$ cat config.mk
export PLATFORM = sky130hd
export DESIGN_NAME = wb_stage_pipe
export DESIGN_NICKNAME = d
export VERILOG_FILES = /design/src/rtl/wb_stage_pipe.sv
export SDC_FILE = /design/constraint.sdc
export NUM_CORES = 1
export LEC_CHECK = 0
export CAP_MARGIN = 30
export CORE_MARGIN = 5
export CORE_UTILIZATION = 48
export CTS_CLUSTER_SIZE = 14
export DETAILED_ROUTE_END_ITERATION = 8
export PLACE_DENSITY = 0.73
export SYNTH_ARGS = -nofsm -noshare
export SYNTH_HDL_FRONTEND = slang
export SYNTH_SLANG_ARGS = --single-unit
$ cat constraint.sdc
create_clock -name clk -period 4 [get_ports clk]
set_input_delay 0.8 -clock clk [delete_from_list [all_inputs] [get_ports clk]]
set_output_delay 0.8 -clock clk [all_outputs]
set_load 0.01 [all_outputs]
$ cat src/rtl/wb_stage_pipe.sv
`default_nettype none
// ============================================================================
// Module      : wb_stage_pipe
// Description : Writeback / retirement stage. Accepts one instruction at a
//               time, resolves branch and jump targets, aligns and extends load
//               data, and drives the register-file write port, the redirect
//               port and the retired-instruction counter.
// Revision    : 1.0 - initial release
// ============================================================================
module wb_stage_pipe #(
    parameter int XLEN  = 32,
    parameter int CNT_W = 32
) (
    input  logic              clk,
    input  logic              rst,

    // Upstream handshake
    input  logic              in_valid,
    output logic              in_ready,

    // Instruction payload
    input  logic [XLEN-1:0]   pc,
    input  logic [XLEN-1:0]   imm,
    input  logic [XLEN-1:0]   alu_result,
    input  logic [5:0]        b_ins,
    input  logic [3:0]        flags,
    input  logic [1:0]        j_ins,
    input  logic [1:0]        u_ins,
    input  logic              ren,
    input  logic [1:0]        ld_size,
    input  logic              ld_unsigned,
    input  logic [4:0]        rd,
    input  logic              rd_wen,

    // Load data return
    input  logic              mem_rvalid,
    input  logic [XLEN-1:0]   mem_rdata,

    // Register-file write port
    output logic              wb_wen,
    output logic [4:0]        wb_rd,
    output logic [XLEN-1:0]   wb_data,

    // Control-flow redirect
    output logic              redirect_valid,
    output logic [XLEN-1:0]   redirect_pc,
    output logic              misalign,

    // Retirement counter
    output logic [CNT_W-1:0]  retired
);

    // ------------------------------------------------------------------------
    // State encoding
    // ------------------------------------------------------------------------
    localparam logic [0:0] S_IDLE     = 1'b0;
    localparam logic [0:0] S_WAIT_MEM = 1'b1;

    // Field positions inside the packed one-hot control vectors
    localparam int B_BEQ  = 5;
    localparam int B_BNE  = 4;
    localparam int B_BGE  = 3;
    localparam int B_BLT  = 2;
    localparam int B_BGEU = 1;
    localparam int B_BLTU = 0;
    localparam int F_ZF   = 3;
    localparam int F_CF   = 2;
    localparam int F_OF   = 1;
    localparam int F_SF   = 0;
    localparam int J_JAL  = 1;
    localparam int J_JALR = 0;
    localparam int U_LUI  = 1;
    localparam int U_AUIPC = 0;

    logic [0:0]        state_q, state_d;
    logic              accept;
    logic              retire_now;

    // Instruction captured at acceptance (used while a load waits for data)
    logic [XLEN-1:0]   pc_q, imm_q, alu_q;
    logic [5:0]        b_ins_q;
    logic [3:0]        flags_q;
    logic [1:0]        j_ins_q, u_ins_q;
    logic              ren_q;
    logic [1:0]        ld_size_q;
    logic              ld_unsigned_q;
    logic [4:0]        rd_q;
    logic              rd_wen_q;

    // Instruction being retired this cycle: live inputs in IDLE, captured copy
    // in WAIT_MEM
    logic [XLEN-1:0]   sel_pc, sel_imm, sel_alu;
    logic [5:0]        sel_b;
    logic [3:0]        sel_f;
    logic [1:0]        sel_j, sel_u;
    logic              sel_ren;
    logic [1:0]        sel_size;
    logic              sel_uns;
    logic [4:0]        sel_rd;
    logic              sel_rd_wen;

    // Control-flow and datapath results
    logic              lt_signed;
    logic              taken;
    logic              ctrl_xfer;
    logic [XLEN-1:0]   pc_plus_imm;
    logic [XLEN-1:0]   pc_plus_4;
    logic [XLEN-1:0]   target;
    logic              target_misaligned;
    logic [XLEN-1:0]   result;

    // Load alignment
    logic [1:0]        eff_size;
    logic [2:0]        lane_off;
    logic [XLEN-1:0]   shifted;
    logic [XLEN-1:0]   size_mask;
    logic              sign_bit;
    logic [XLEN-1:0]   load_data;

    // Registered outputs and their next values
    logic              wb_wen_q, wb_wen_d;
    logic [4:0]        wb_rd_q, wb_rd_d;
    logic [XLEN-1:0]   wb_data_q, wb_data_d;
    logic              redirect_valid_q, redirect_valid_d;
    logic [XLEN-1:0]   redirect_pc_q, redirect_pc_d;
    logic              misalign_q, misalign_d;
    logic [CNT_W-1:0]  retired_q, retired_d;

    // ------------------------------------------------------------------------
    // FSM
    // ------------------------------------------------------------------------

    // State register
    always_ff @(posedge clk) begin
        if (rst) begin
            state_q <= S_IDLE;
        end else begin
            state_q <= state_d;
        end
    end

    // Next state: a load parks in WAIT_MEM until the first data beat arrives
    always_comb begin
        state_d = state_q;
        case (state_q)
            S_IDLE: begin
                if (accept && ren) begin
                    state_d = S_WAIT_MEM;
                end
            end
            S_WAIT_MEM: begin
                if (mem_rvalid) begin
                    state_d = S_IDLE;
                end
            end
            default: state_d = S_IDLE;
        endcase
    end

    // FSM outputs: the stage only takes new work while idle
    always_comb begin
        in_ready = (state_q == S_IDLE);
    end

    assign accept = in_valid & in_ready;

    // Non-loads retire in the cycle they are accepted; loads on their data beat.
    // mem_rvalid seen while IDLE never reaches this term.
    assign retire_now = (accept & ~ren) |
                        ((state_q == S_WAIT_MEM) & mem_rvalid);

    // ------------------------------------------------------------------------
    // Instruction capture
    // ------------------------------------------------------------------------

    // Hold the accepted instruction so a pending load still knows its fields
    always_ff @(posedge clk) begin
        if (rst) begin
            pc_q          <= '0;
            imm_q         <= '0;
            alu_q         <= '0;
            b_ins_q       <= '0;
            flags_q       <= '0;
            j_ins_q       <= '0;
            u_ins_q       <= '0;
            ren_q         <= 1'b0;
            ld_size_q     <= '0;
            ld_unsigned_q <= 1'b0;
            rd_q          <= '0;
            rd_wen_q      <= 1'b0;
        end else if (accept) begin
            pc_q          <= pc;
            imm_q         <= imm;
            alu_q         <= alu_result;
            b_ins_q       <= b_ins;
            flags_q       <= flags;
            j_ins_q       <= j_ins;
            u_ins_q       <= u_ins;
            ren_q         <= ren;
            ld_size_q     <= ld_size;
            ld_unsigned_q <= ld_unsigned;
            rd_q          <= rd;
            rd_wen_q      <= rd_wen;
        end
    end

    // Pick the instruction that retires this cycle
    always_comb begin
        if (state_q == S_IDLE) begin
            sel_pc     = pc;
            sel_imm    = imm;
            sel_alu    = alu_result;
            sel_b      = b_ins;
            sel_f      = flags;
            sel_j      = j_ins;
            sel_u      = u_ins;
            sel_ren    = ren;
            sel_size   = ld_size;
            sel_uns    = ld_unsigned;
            sel_rd     = rd;
            sel_rd_wen = rd_wen;
        end else begin
            sel_pc     = pc_q;
            sel_imm    = imm_q;
            sel_alu    = alu_q;
            sel_b      = b_ins_q;
            sel_f      = flags_q;
            sel_j      = j_ins_q;
            sel_u      = u_ins_q;
            sel_ren    = ren_q;
            sel_size   = ld_size_q;
            sel_uns    = ld_unsigned_q;
            sel_rd     = rd_q;
            sel_rd_wen = rd_wen_q;
        end
    end

    // ------------------------------------------------------------------------
    // Branch / jump resolution
    // ------------------------------------------------------------------------

    // Taken decision from the a-b flags, and the target address
    always_comb begin
        lt_signed   = sel_f[F_SF] ^ sel_f[F_OF];
        taken       = sel_j[J_JAL]
                    | (sel_b[B_BEQ]  &  sel_f[F_ZF])
                    | (sel_b[B_BNE]  & ~sel_f[F_ZF])
                    | (sel_b[B_BLT]  &  lt_signed)
                    | (sel_b[B_BGE]  & ~lt_signed)
                    | (sel_b[B_BLTU] &  sel_f[F_CF])
                    | (sel_b[B_BGEU] & ~sel_f[F_CF]);
        ctrl_xfer   = taken | sel_j[J_JALR];
        pc_plus_imm = sel_pc + sel_imm;
        pc_plus_4   = sel_pc + XLEN'(4);
        if (sel_j[J_JALR]) begin
            target = {sel_alu[XLEN-1:1], 1'b0};
        end else begin
            target = pc_plus_imm;
        end
        target_misaligned = ctrl_xfer & (target[1:0] != 2'b00);
    end

    // ------------------------------------------------------------------------
    // Load data alignment and extension
    // ------------------------------------------------------------------------

    // Shift the addressed lane down to bit 0, then mask and extend it
    always_comb begin
        eff_size = sel_size;
        if ((XLEN == 32) && (sel_size == 2'b11)) begin
            eff_size = 2'b10;
        end

        case (eff_size)
            2'b00:   lane_off = sel_alu[2:0];
            2'b01:   lane_off = {sel_alu[2:1], 1'b0};
            2'b10:   lane_off = {sel_alu[2], 2'b00};
            default: lane_off = 3'b000;
        endcase
        // A 32-bit word has only four byte lanes
        if (XLEN == 32) begin
            lane_off[2] = 1'b0;
        end

        shifted = mem_rdata >> {lane_off, 3'b000};

        case (eff_size)
            2'b00: begin
                size_mask = XLEN'(8'hFF);
                sign_bit  = shifted[7];
            end
            2'b01: begin
                size_mask = XLEN'(16'hFFFF);
                sign_bit  = shifted[15];
            end
            2'b10: begin
                size_mask = XLEN'(32'hFFFF_FFFF);
                sign_bit  = shifted[31];
            end
            default: begin
                size_mask = '1;
                sign_bit  = shifted[XLEN-1];
            end
        endcase

        load_data = (shifted & size_mask) |
                    ((sign_bit & ~sel_uns) ? ~size_mask : '0);
    end

    // Writeback value, highest priority first
    always_comb begin
        if (sel_u[U_LUI]) begin
            result = sel_imm;
        end else if (sel_u[U_AUIPC]) begin
            result = pc_plus_imm;
        end else if (sel_j[J_JAL] || sel_j[J_JALR]) begin
            result = pc_plus_4;
        end else if (sel_ren) begin
            result = load_data;
        end else begin
            result = sel_alu;
        end
    end

    // ------------------------------------------------------------------------
    // Retirement outputs
    // ------------------------------------------------------------------------

    // Next output values: pulses clear when nothing retires, payloads hold
    always_comb begin
        wb_wen_d         = 1'b0;
        wb_rd_d          = wb_rd_q;
        wb_data_d        = wb_data_q;
        redirect_valid_d = 1'b0;
        redirect_pc_d    = redirect_pc_q;
        misalign_d       = 1'b0;
        retired_d        = retired_q;
        if (retire_now) begin
            wb_wen_d         = sel_rd_wen & (sel_rd != 5'd0) & ~target_misaligned;
            wb_rd_d          = sel_rd;
            wb_data_d        = result;
            redirect_valid_d = ctrl_xfer & ~target_misaligned;
            redirect_pc_d    = target;
            misalign_d       = target_misaligned;
            retired_d        = retired_q + CNT_W'(1);
        end
    end

    // Output registers
    always_ff @(posedge clk) begin
        if (rst) begin
            wb_wen_q         <= 1'b0;
            wb_rd_q          <= '0;
            wb_data_q        <= '0;
            redirect_valid_q <= 1'b0;
            redirect_pc_q    <= '0;
            misalign_q       <= 1'b0;
            retired_q        <= '0;
        end else begin
            wb_wen_q         <= wb_wen_d;
            wb_rd_q          <= wb_rd_d;
            wb_data_q        <= wb_data_d;
            redirect_valid_q <= redirect_valid_d;
            redirect_pc_q    <= redirect_pc_d;
            misalign_q       <= misalign_d;
            retired_q        <= retired_d;
        end
    end

    assign wb_wen         = wb_wen_q;
    assign wb_rd          = wb_rd_q;
    assign wb_data        = wb_data_q;
    assign redirect_valid = redirect_valid_q;
    assign redirect_pc    = redirect_pc_q;
    assign misalign       = misalign_q;
    assign retired        = retired_q;

endmodule
`default_nettype wire

## Yosys cells after proc, flatten, opt, wreduce, memory -nomap -nowiden

Cells that the tools add are included.

- $add $sub $neg: 3
- Equal/unequal tests: 3
- Shift operators: 1
- Mux-type cells: 25
- Bitwise gates (word level): 34
- Reductions and logical operators: 6

Operators by type and width:

| operator | count |
|---|---|
| two-way mux 32 bit | 9 |
| one-hot mux 32 bit (2 select lines) | 1 |
| adder 32 x 1 -> 32 bit (second input constant) | 1 |
| adder 32 x 3 -> 32 bit (second input constant) | 1 |
| adder 32 bit | 1 |
| AND 32 bit | 1 |
| NOT 32 bit | 1 |
| OR 32 bit | 1 |
| >> shifter 32 x 5 -> 32 bit | 1 |
| AND 1 bit | 14 |
| two-way mux 2 bit | 4 |
| NOT 1 bit | 8 |
| OR 1 bit | 8 |
| two-way mux 6 bit | 1 |
| one-hot mux 2 bit (3 select lines) | 1 |
| two-way mux 1 bit | 5 |
| two-way mux 5 bit | 1 |
| nonzero test 5 bit | 1 |
| equality test 2 bit (second input constant) | 2 |
| two-way mux 4 bit | 1 |
| one-hot mux 1 bit (2 select lines) | 2 |
| equality test 2 x 1 -> 1 bit (second input constant) | 1 |
| logical NOT 2 bit | 1 |
| nonzero test 2 bit | 1 |
| 4 further kinds | 4 |

- Bits in registers: 225
- Output and inout bits: 105

## Longest topological paths before layout

- Word-level depth: 14
- Depth in mapped cells: 19
- Depth with buffers taken out: 11

## Worst setup path before layout

OpenSTA, ideal clock, no wires.

- Path kind: reg-to-reg
- From: register state_q
- To: register wb_data_q[31] (netlist: wb_data[31])
- Library setup time: 112 ps
- Arrival time: 4062 ps
- Path slack: -174 ps
- Cell stages (with the launch flop): 19
- Buffers on the path: 9
- Clock period less this slack: 4174 ps
- Cell sequence: dfxtp_1 buf_6 buf_12 buf_12 buf_8 buf_4 buf_6 buf_2 buf_2 mux2_2 ha_1 clkbuf_1 nand2_1 or4b_2 o22ai_1 a21o_1 a221oi_1 xnor2_1 a2111oi_1

- Longest elaborated chain between the ends: 14
- Elaborated cells on any way between the ends: 35

Ends and longest elaborated chain:

| item | line | source |
|---|---|---|
| start: declaration | 75 | `logic [0:0] state_q, state_d;` |
| start signal: assignment | 138 | `state_q <= state_d;` |
| two-way mux 2 bit | 209 | `if (state_q == S_IDLE) begin` |
| equality test 2 bit | 270 | `if ((XLEN == 32) && (sel_size == 2'b11)) begin` |
| two-way mux 2 bit | 270 |  |
| equality test 2 bit, or another cell as far along | 274 | `case (eff_size)` |
| one-hot mux 2 bit (3 select lines) | 274 |  |
| >> shifter 32 x 5 -> 32 bit | 285 | `shifted = mem_rdata >> {lane_off, 3'b000};` |
| one-hot mux 1 bit (2 select lines) | 287 | `case (eff_size)` |
| AND 1 bit | 307 | `((sign_bit & ~sel_uns) ? ~size_mask : '0);` |
| two-way mux 32 bit | 307 |  |
| OR 32 bit | 306 | `load_data = (shifted & size_mask) \|` |
| two-way mux 32 bit | 318 | `end else if (sel_ren) begin` |
| two-way mux 32 bit | 316 | `end else if (sel_j[J_JAL] \|\| sel_j[J_JALR]) begin` |
| two-way mux 32 bit | 314 | `end else if (sel_u[U_AUIPC]) begin` |
| two-way mux 32 bit | 312 | `if (sel_u[U_LUI]) begin` |
| end signal: assignment | 362 | `wb_data_q <= wb_data_d;` |
| end: declaration | 123 | `logic [XLEN-1:0] wb_data_q, wb_data_d;` |

Several ways; a longest one is shown, not always the timed one.
A chain may end at the register's enable or synchronous reset.

## Worst setup path after layout

Same ends and word-level chain as after synthesis.

==> reports/summary.txt <==
Area after DPL: 17300 um^2
number of I/O port buffers: 260
Rows: 62
slew margin rel.: 41.2%
Die Ht: 180 um
CTS Hold Buffers Added: 0
Max-Cap Viols: 0
crit-path max FO: 14
CTS root buf: clkbuf_16
RSZ-0062 raised after global routing: no
Most used DFF post-synth: dfxtp_1
Avg Cell Area, Syn: 7.77 um^2
vias in the first global route: 14000
Post-DP HPWL: 41.1 mm
layout cells sized above 1: 12.0%
CTS max path bufs: 3
commonest non-fill, non-tap cell in the layout: nand2_1
final instance area: 18200 um^2
DR iter-0 viols: 1259
clk sink count: 225
post-synthesis mux area share: 10.5%
final core occ: 63.8%
GPL Wtd Cong: 1.00
Synth Area in Adders: 3.13%
H-tree lvl count: 1
setup slack, reg-to-reg: 0.24 ns
antenna violations before repair: 0
Top-Level Pins: 261
post-synthesis sequential area ratio: 32.5%
CP endpoint kind: flop
Initial Util: 48.5%
period utilization: 94.0%
Post-Synth Simple-Gate Area: 22.0%
number of flops mapped to enable cells by yosys: 0
fin crit period: 3.76 ns
Routed Antenna Nets: 0
largest family of logic cells by synthesized area: compound AO/OA/AOI/OAI gates
Global Route met2 Usage: 51.1%
Final Hold Fails: 0
fin cells: 2461
Hold EP: imm_q[10]
final wirelength: 54.5 mm
post-synth top area share: 32.5%
Syn Inst Count: 1780
Slew Viols, Final: 0
Critical Path AT: 4.20 ns
post-cts resize count: 0
pwr dens: 386 nW/um^2
standby leakage power: 0.00696 uW
die span in x: 180 um
synth-to-layout area growth: 31.7%
Reg2Reg Launch Point: state_q
Tot GR Track Use: 31.5%
Compound-Gate Fraction of Synth Area: 22.1%
Clock transition at path regs: 0.06 ns
Ys Warns: 0
met1 usage: 42.0%
status: complete, no violations
Final nets: 2247
register area: 4510 um^2
DR pass1 iterations: 6
core footprint: 28500 um^2
Synth Area in XOR/XNOR: 4.87%
placed cell count: 2411
routing usage on met3: 4.28%
Via Count: 14600
Yosys reg bits: 225
maximum VDD drop: 0.272 mV
CP required: 4.43 ns
syn_nets: 1970
top cells by area, synth: dfxtp_1, nand2_1, a21oi_1, mux2i_1, mux2_2
# DRC: 0
Worst-Skew Late Latency: 0.55 ns
GR peak layer: met2
Congestion Overflow GR: 0
ys async rst share: 0%
Setup-failing EPs final: 0
area occupied by multi-input gates: 8740 um^2
first-pass GRT wire length: 81.8 mm
WL/cell: 22.1 um
mapped cell area: 13800 um^2
Slew @ Worst Pin: 0.875 ns
Die ar.: 32300 um^2
CTS tree: yes
n_diodes: 0
Worst Setup Start Kind: flop
Yosys cell types: 94
CTS Buf Count: 26
largest net degree at the start of global routing: 111
clk_skew: 0.0243 ns
most frequent cells in the layout: nand2_1, clkdlybuf4s50_1, a21oi_1
Worst Hold Class: flop to flop
post-synth top area cell: dfxtp_1
hold path cells: 2
vias per cell: 5.94
worst reg-to-reg path cell count: 11
Final Power: 7030 uW
reg-to-reg endpoint: wb_data[31]
FMAX: 266 MHz
HP Start: imm_q[10]
filler cell count: 2534
Setup CP Type: flop to flop
## timing repair
action | in CTS | in global routing
buffers inserted | 1 | 1
setup endpoints to repair | 1 | 3
cloned | 0 | 0
## cells in the mapped netlist (all sizes together), types with 4 or more instances
cell and instances:
xnor2 45, nor2 116, ha 33, a22oi 4, nand3 39, a311oi 6
a2111oi 9, nand4b 5, mux2i 77, o22ai 4, and3 16, a211o 4
nand2 382, mux2 60, o21ai 71, a21o 10, or3 17, nor3 35
a221oi 9, o31ai 13, nor2b 7, nand2b 4, clkbuf 80, nand3b 4
a211oi 43, o211ai 45, inv 29, nor4 7, xor2 32, nand4 23
a21oi 230, a31oi 5, dfxtp 225, buf 38
## layer usage
metal,wire length (um),up-vias
met5,0,-
met4,2590,0
met3,3870,133
met2,24900,660
met1,23100,6923
li1,-,6913
## layout make-up
class	instances	share of cell area [%]
multi-input cells	1408	47.9
flip-flops and latches	225	24.7
repair buffers	367	19.1
clock buffers	39	4.22
well taps	384	2.64
clock inverters	9	0.755
inverters	29	0.597
## flip-flops by register name, indices dropped and copies added (netlist names)
register,flops
ren_q,1
imm_q,32
b_ins_q,6
alu_q,32
misalign,1
retired,32
wb_data,32
ld_size_q,2
wb_wen,1
redirect_pc,32
rd_wen_q,1
redirect_valid,1
ld_unsigned_q,1
state_q,1
flags_q,4
pc_q,32
wb_rd,5
rd_q,5
j_ins_q,2
u_ins_q,2
## critical path: stages (launching register included)
cell	delay (ns)
dfxtp_4	0.61
buf_8	0.24
mux2_2	0.40
ha_1	0.38
a21oi_1	0.23
o211ai_1	0.16
a21oi_2	0.26
o22ai_1	0.17
a21o_1	0.19
a221oi_1	0.42
xnor2_1	0.17
a2111oi_1	0.39
## worst max path at each step
stage	from	endpoint	slack, ns
global route	state_q	wb_data[28]	0.005
detailed placement	pc[0]	wb_data[31]	-0.13
global placement	pc[0]	redirect_pc[26]	-0.01
CTS	state_q	wb_data[31]	0.16
finish	state_q	wb_data[31]	0.24
floorplan	state_q	wb_data[31]	0.02
## power by group
group / switching [uW] / total, uW / internal [uW]
Sequential: 107 / 2490 / 2380
Clock: 1000 / 2520 / 1520
Combinational: 1140 / 2010 / 871
## per-stage QoR
step | hold WS (ns) | setup TNS [ns] | setup slack (ns)
after floorplan | 0.433 | 0 | 0.0203
after CTS | 0.454 | 0 | 0.159
final | 0.452 | 0 | 0.238
after detailed placement | 0.444 | -0.365 | -0.132
after global routing | 0.471 | 0 | 0.00472
after global placement | 0.438 | -0.0191 | -0.0106
## logic make-up after synthesis
group,Yosys count
compound gates,487
fa+ha+maj,34
flops,225
xor+xnor,77
buf+inv,147
mux,137
simple gates,673
No activity file was read; power rests on OpenSTA's default activity.
